==> config.mk <==
export PLATFORM = sky130hd
export DESIGN_NAME = pc_ctrl
export DESIGN_NICKNAME = d
export VERILOG_FILES = /design/src/rtl/pc_ctrl.sv
export SDC_FILE = /design/constraint.sdc
export NUM_CORES = 1
export LEC_CHECK = 0
export ABC_AREA = 1
export CAP_MARGIN = 25
export CORE_MARGIN = 2
export CORE_UTILIZATION = 55
export DETAILED_ROUTE_END_ITERATION = 8
export DONT_BUFFER_PORTS = 1
export PLACE_DENSITY = 0.71
export SLEW_MARGIN = 20
export SYNTH_ARGS = -nofsm -noshare
export SYNTH_HDL_FRONTEND = slang
export SYNTH_SLANG_ARGS = --single-unit
==> constraint.sdc <==
create_clock -name clk -period 3.35 [get_ports clk]
set_input_delay 0.335 -clock clk [delete_from_list [all_inputs] [get_ports clk]]
set_output_delay 0.335 -clock clk [all_outputs]
set_load 0.02 [all_outputs]
==> src/rtl/pc_ctrl.sv <==
// Fetch-stage program counter with branch/jump redirect and a circular
// return-address stack that restores the PC on call/return pairs.
module pc_ctrl #(
   parameter int unsigned      WIDTH     = 32,
   parameter logic [WIDTH-1:0] RESET_VEC = '0,
   parameter int unsigned      STEP      = 4,
   parameter int unsigned      RAS_DEPTH = 4,
   localparam int unsigned     CW        = $clog2(RAS_DEPTH + 1)
) (
   input  logic             clk,
   input  logic             rst,
   input  logic             stall,
   input  logic             redirect_valid,
   input  logic [WIDTH-1:0] redirect_target,
   input  logic             call,
   input  logic             ret,
   output logic [WIDTH-1:0] pc_out,
   output logic [CW-1:0]    ras_count,
   output logic             ras_overflow,
   output logic             ras_underflow
);

   localparam int unsigned PW = (RAS_DEPTH > 1) ? $clog2(RAS_DEPTH) : 1;
   localparam logic [PW-1:0] PTR_LAST = PW'(RAS_DEPTH - 1);
   localparam logic [CW-1:0] CNT_FULL = CW'(RAS_DEPTH);

   logic [WIDTH-1:0] pc_q, pc_d, pc_seq;
   logic [WIDTH-1:0] ras_q [RAS_DEPTH];
   logic [PW-1:0]    ptr_q, ptr_d, ptr_inc, ptr_dec;
   logic [CW-1:0]    cnt_q, cnt_d;
   logic             ovf_q, ovf_d, unf_q, unf_d;
   logic             push;

   assign pc_seq = pc_q + WIDTH'(STEP);

   // ptr_q addresses the next free slot; the top entry sits one below it.
   assign ptr_inc = (ptr_q == PTR_LAST) ? '0 : ptr_q + PW'(1);
   assign ptr_dec = (ptr_q == '0) ? PTR_LAST : ptr_q - PW'(1);

   always_comb begin
      pc_d  = pc_q;
      ptr_d = ptr_q;
      cnt_d = cnt_q;
      ovf_d = ovf_q;
      unf_d = unf_q;
      push  = 1'b0;
      if (!stall) begin
         if (redirect_valid) begin
            pc_d = redirect_target;
            push = call;
         end else if (ret) begin
            if (cnt_q != '0) begin
               pc_d  = ras_q[ptr_dec];
               ptr_d = ptr_dec;
               cnt_d = cnt_q - CW'(1);
            end else begin
               pc_d  = pc_seq;
               unf_d = 1'b1;
            end
         end else begin
            pc_d = pc_seq;
         end
      end
      // A push on a full stack lands on the oldest slot, which is where ptr_q points.
      if (push) begin
         ptr_d = ptr_inc;
         if (cnt_q == CNT_FULL) begin
            ovf_d = 1'b1;
         end else begin
            cnt_d = cnt_q + CW'(1);
         end
      end
   end

   always_ff @(posedge clk) begin
      if (!rst) begin
         pc_q  <= RESET_VEC;
         ptr_q <= '0;
         cnt_q <= '0;
         ovf_q <= 1'b0;
         unf_q <= 1'b0;
      end else begin
         pc_q  <= pc_d;
         ptr_q <= ptr_d;
         cnt_q <= cnt_d;
         ovf_q <= ovf_d;
         unf_q <= unf_d;
      end
   end

   // Stack storage is never cleared; reset only invalidates it via the count.
   always_ff @(posedge clk) begin
      if (rst && push) begin
         ras_q[ptr_q] <= pc_seq;
      end
   end

   assign pc_out        = pc_q;
   assign ras_count     = cnt_q;
   assign ras_overflow  = ovf_q;
   assign ras_underflow = unf_q;

endmodule

==> impl_metrics.ini <==
[timing]
tns_ns = 0
slew_violations = 0
setup_viol_count_final = 0
finClkSkew_ns = 0.00770
slew_headroom_pct = 40.9
worst_slack_ns = 0.969
post-route-period-util_pct = 71.1
fmaxAchievable_ghz = 0.420
grt_setup_unrepaired = no
period_minus_slack_ns = 2.38
tightest_slew_ns = 0.885
finalHoldViolCount = 0

[cells_and_area]
final-instance-count-excl-fill = 1082
drive_gt1_share_pct = 10.9
final_nets = 931
final_common_cell = nand2_1
final_util_pct = 61.9
nFillCells = 1234
area_growth_pct = 10.3
diodes = 0
multiInputGateArea_um2 = 2980
layout_common_cells = 224 x nand2_1, 128 x edfxtp_1, 97 x inv_1, 90 x nand3_1, 59 x a21oi_1
regArea_um2 = 4620

[worst_hold_path]
holdCritStartpoint = rst
hold_class = input port to flop
hold_depth = 2

[worst_setup_path]
r2r_cells = 11
cp.required_ns = 3.72
cp-end-kind = flop
crit_path_start_kind = flop
worstSetupStartpoint = ras_count[0]
timing.rr.start = ras_count[0]
crit_fanout = 19
arrival_ns = 2.75
critical_path_class = flop to flop

[logic_synthesis]
synth_nets = 938
yosys_warnings = 0
ys_seq_area_share_pct = 56.7
synth_cells = 892
synth_area_um2 = 8160
ys_ff_latch = 167
avgSynthCellArea_um2 = 9.15
synthDistinctLibCells = 35

[global_routing]
grt_pass1_wl_um = 32400
grt_max_degree = 39
grt_usage_pct = 26.9
grt.overflow.total = 0
grt_pass1_vias = 5926
grt_antenna_before_repair = 0

[route]
drc = 0
totalWireLength_um = 20400
viasPerCell = 5.62
drt-wirelength-per-cell_um = 18.8
drtPass1Iterations = 5
vias = 6081
first_iter_violations = 497
drtAntennaViolNets = 0

[die]
fp.dieH_um = 126
die-area_um2 = 15800
ios = 75
core_um2 = 14500
start_util_pct = 56.1
num_rows = 44
die_x_um = 126

[cts]
cts_resized = 0
clkLatencyLatePin_ns = 0.44
postCtsSetupBuffers = 0
clock_path_buffers = 2
numClockSinks = 167
root_buffer = clkbuf_16
clk_pin_slew_worst_paths_ns = 0.07
cts-hold-fix-buffers = 1
htreeDepth = 4
cts_tree = built
cts_buffers = 17

[power]
power_density_nw_per_um2 = 541
peakVddDrop_mv = 0.423
leakage_nw = 3.65

[place]
pre_cts_ws_ns = 1.03
dp.cells = 1049
portBuffers = 0
hpwl_um = 12900
routabilityCongestion = 0.882

[flow_run]
cap_violations = 0

[outcome]
status = complete, no violations
[flip-flops by register name, indices dropped and copies added (netlist names)]
| name | cells |
|---|---|
| pc_out | 32 |
| ras_underflow | 1 |
| ras_count | 3 |
| ras_overflow | 1 |
| ptr_q | 2 |
| ras_q | 128 |
[critical path, stage by stage, from the launching register on]
cell and delay [ns]:
dfxtp_1 0.49, inv_1 0.13, ha_1 0.24, inv_1 0.07, nor2_2 0.05, nor2_4 0.32, inv_2 0.24, nor2_8 0.35
nand3_1 0.13, nand2_1 0.09, inv_1 0.05, a21oi_2 0.12
[metrics by stage]
stage	total power [mW]	hold WS [ns]	area (um2)
final	4.87	0.0150	9000
after global routing	5.03	0.0180	9000
after CTS	4.88	0.00619	9000
after detailed placement	2.81	0.444	8340
after global placement	2.80	0.440	8340
after floorplan	2.70	0.473	8160
[power by group]
part           internal [mW]  switching (mW)  total (mW)
clock network           1.27           0.836        2.10
logic                  0.119           0.254       0.372
registers               2.28           0.110        2.39
total                   3.67            1.20        4.87
[path summary, 6_finish.rpt]
kind | slack [ns] | end
setup / recovery | 0.97 | pc_out[18]
hold / removal | 0.01 | ras_overflow
setup reg to reg | 0.97 | pc_out[18]
hold reg to reg | 0.54 | ptr_q[1]
[cell type report]
| class | count | share of cell area, % |
|---|---|---|
| Tap cell | 184 | 2.56 |
| Clock buffer | 22 | 5.76 |
| Timing Repair Buffer | 14 | 1.47 |
| Multi-Input combinational cell | 583 | 33.1 |
| Clock inverter | 10 | 1.42 |
| Sequential cell | 167 | 51.4 |
| Inverter | 102 | 4.26 |
[cells in the mapped netlist]
cell type | count | area share, %
xor2_1 | 7 | 0.75
nand2_4 | 2 | 0.28
and2_1 | 2 | 0.15
inv_1 | 97 | 4.5
dfxtp_1 | 39 | 9.6
ha_1 | 8 | 1.2
a21oi_2 | 3 | 0.32
o211ai_1 | 3 | 0.28
nand3b_1 | 6 | 0.55
buf_6 | 1 | 0.14
buf_1 | 1 | 0.046
nor3_1 | 3 | 0.18
nor2_2 | 9 | 0.69
nor2_4 | 7 | 0.97
buf_4 | 7 | 0.64
buf_2 | 14 | 0.86
xnor2_1 | 2 | 0.21
a31oi_1 | 6 | 0.46
o21ai_0 | 43 | 2.6
edfxtp_1 | 128 | 47
clkbuf_1 | 17 | 0.78
a22oi_1 | 3 | 0.28
a21oi_1 | 59 | 3.6
inv_2 | 5 | 0.23
o21a_1 | 1 | 0.092
nor2_1 | 61 | 2.8
nand2_1 | 225 | 10
nand3_2 | 1 | 0.12
nand2_2 | 11 | 0.84
and3_1 | 1 | 0.077
nand3_1 | 90 | 5.5
xor2_2 | 6 | 1.2
o22ai_1 | 9 | 0.69
o21ai_1 | 10 | 0.61
nor2_8 | 5 | 1.2
[routing by layer]
metal / up-vias / global-route usage [%] / wire length [um]
met5: - / 0 / 0
met4: 0 / 9.76 / 323
met3: 23 / 5.95 / 1430
met2: 220 / 44.9 / 10100
met1: 2897 / 35.0 / 8480
li1: 2941 / - / -
[cells by family (layout without fill, tap and decap cells)]
kind of cell    count (synthesis)  count (layout)  synth area share (%)
xor+xnor                       15              15                  2.16
fa+ha+maj                       8               8                  1.23
flops                         167             167                  56.7
buf+inv                       142             148                  7.16
simple gates                  423             423                  23.8
compound gates                137             137                  8.99
No activity file was read; power rests on OpenSTA's default activity.
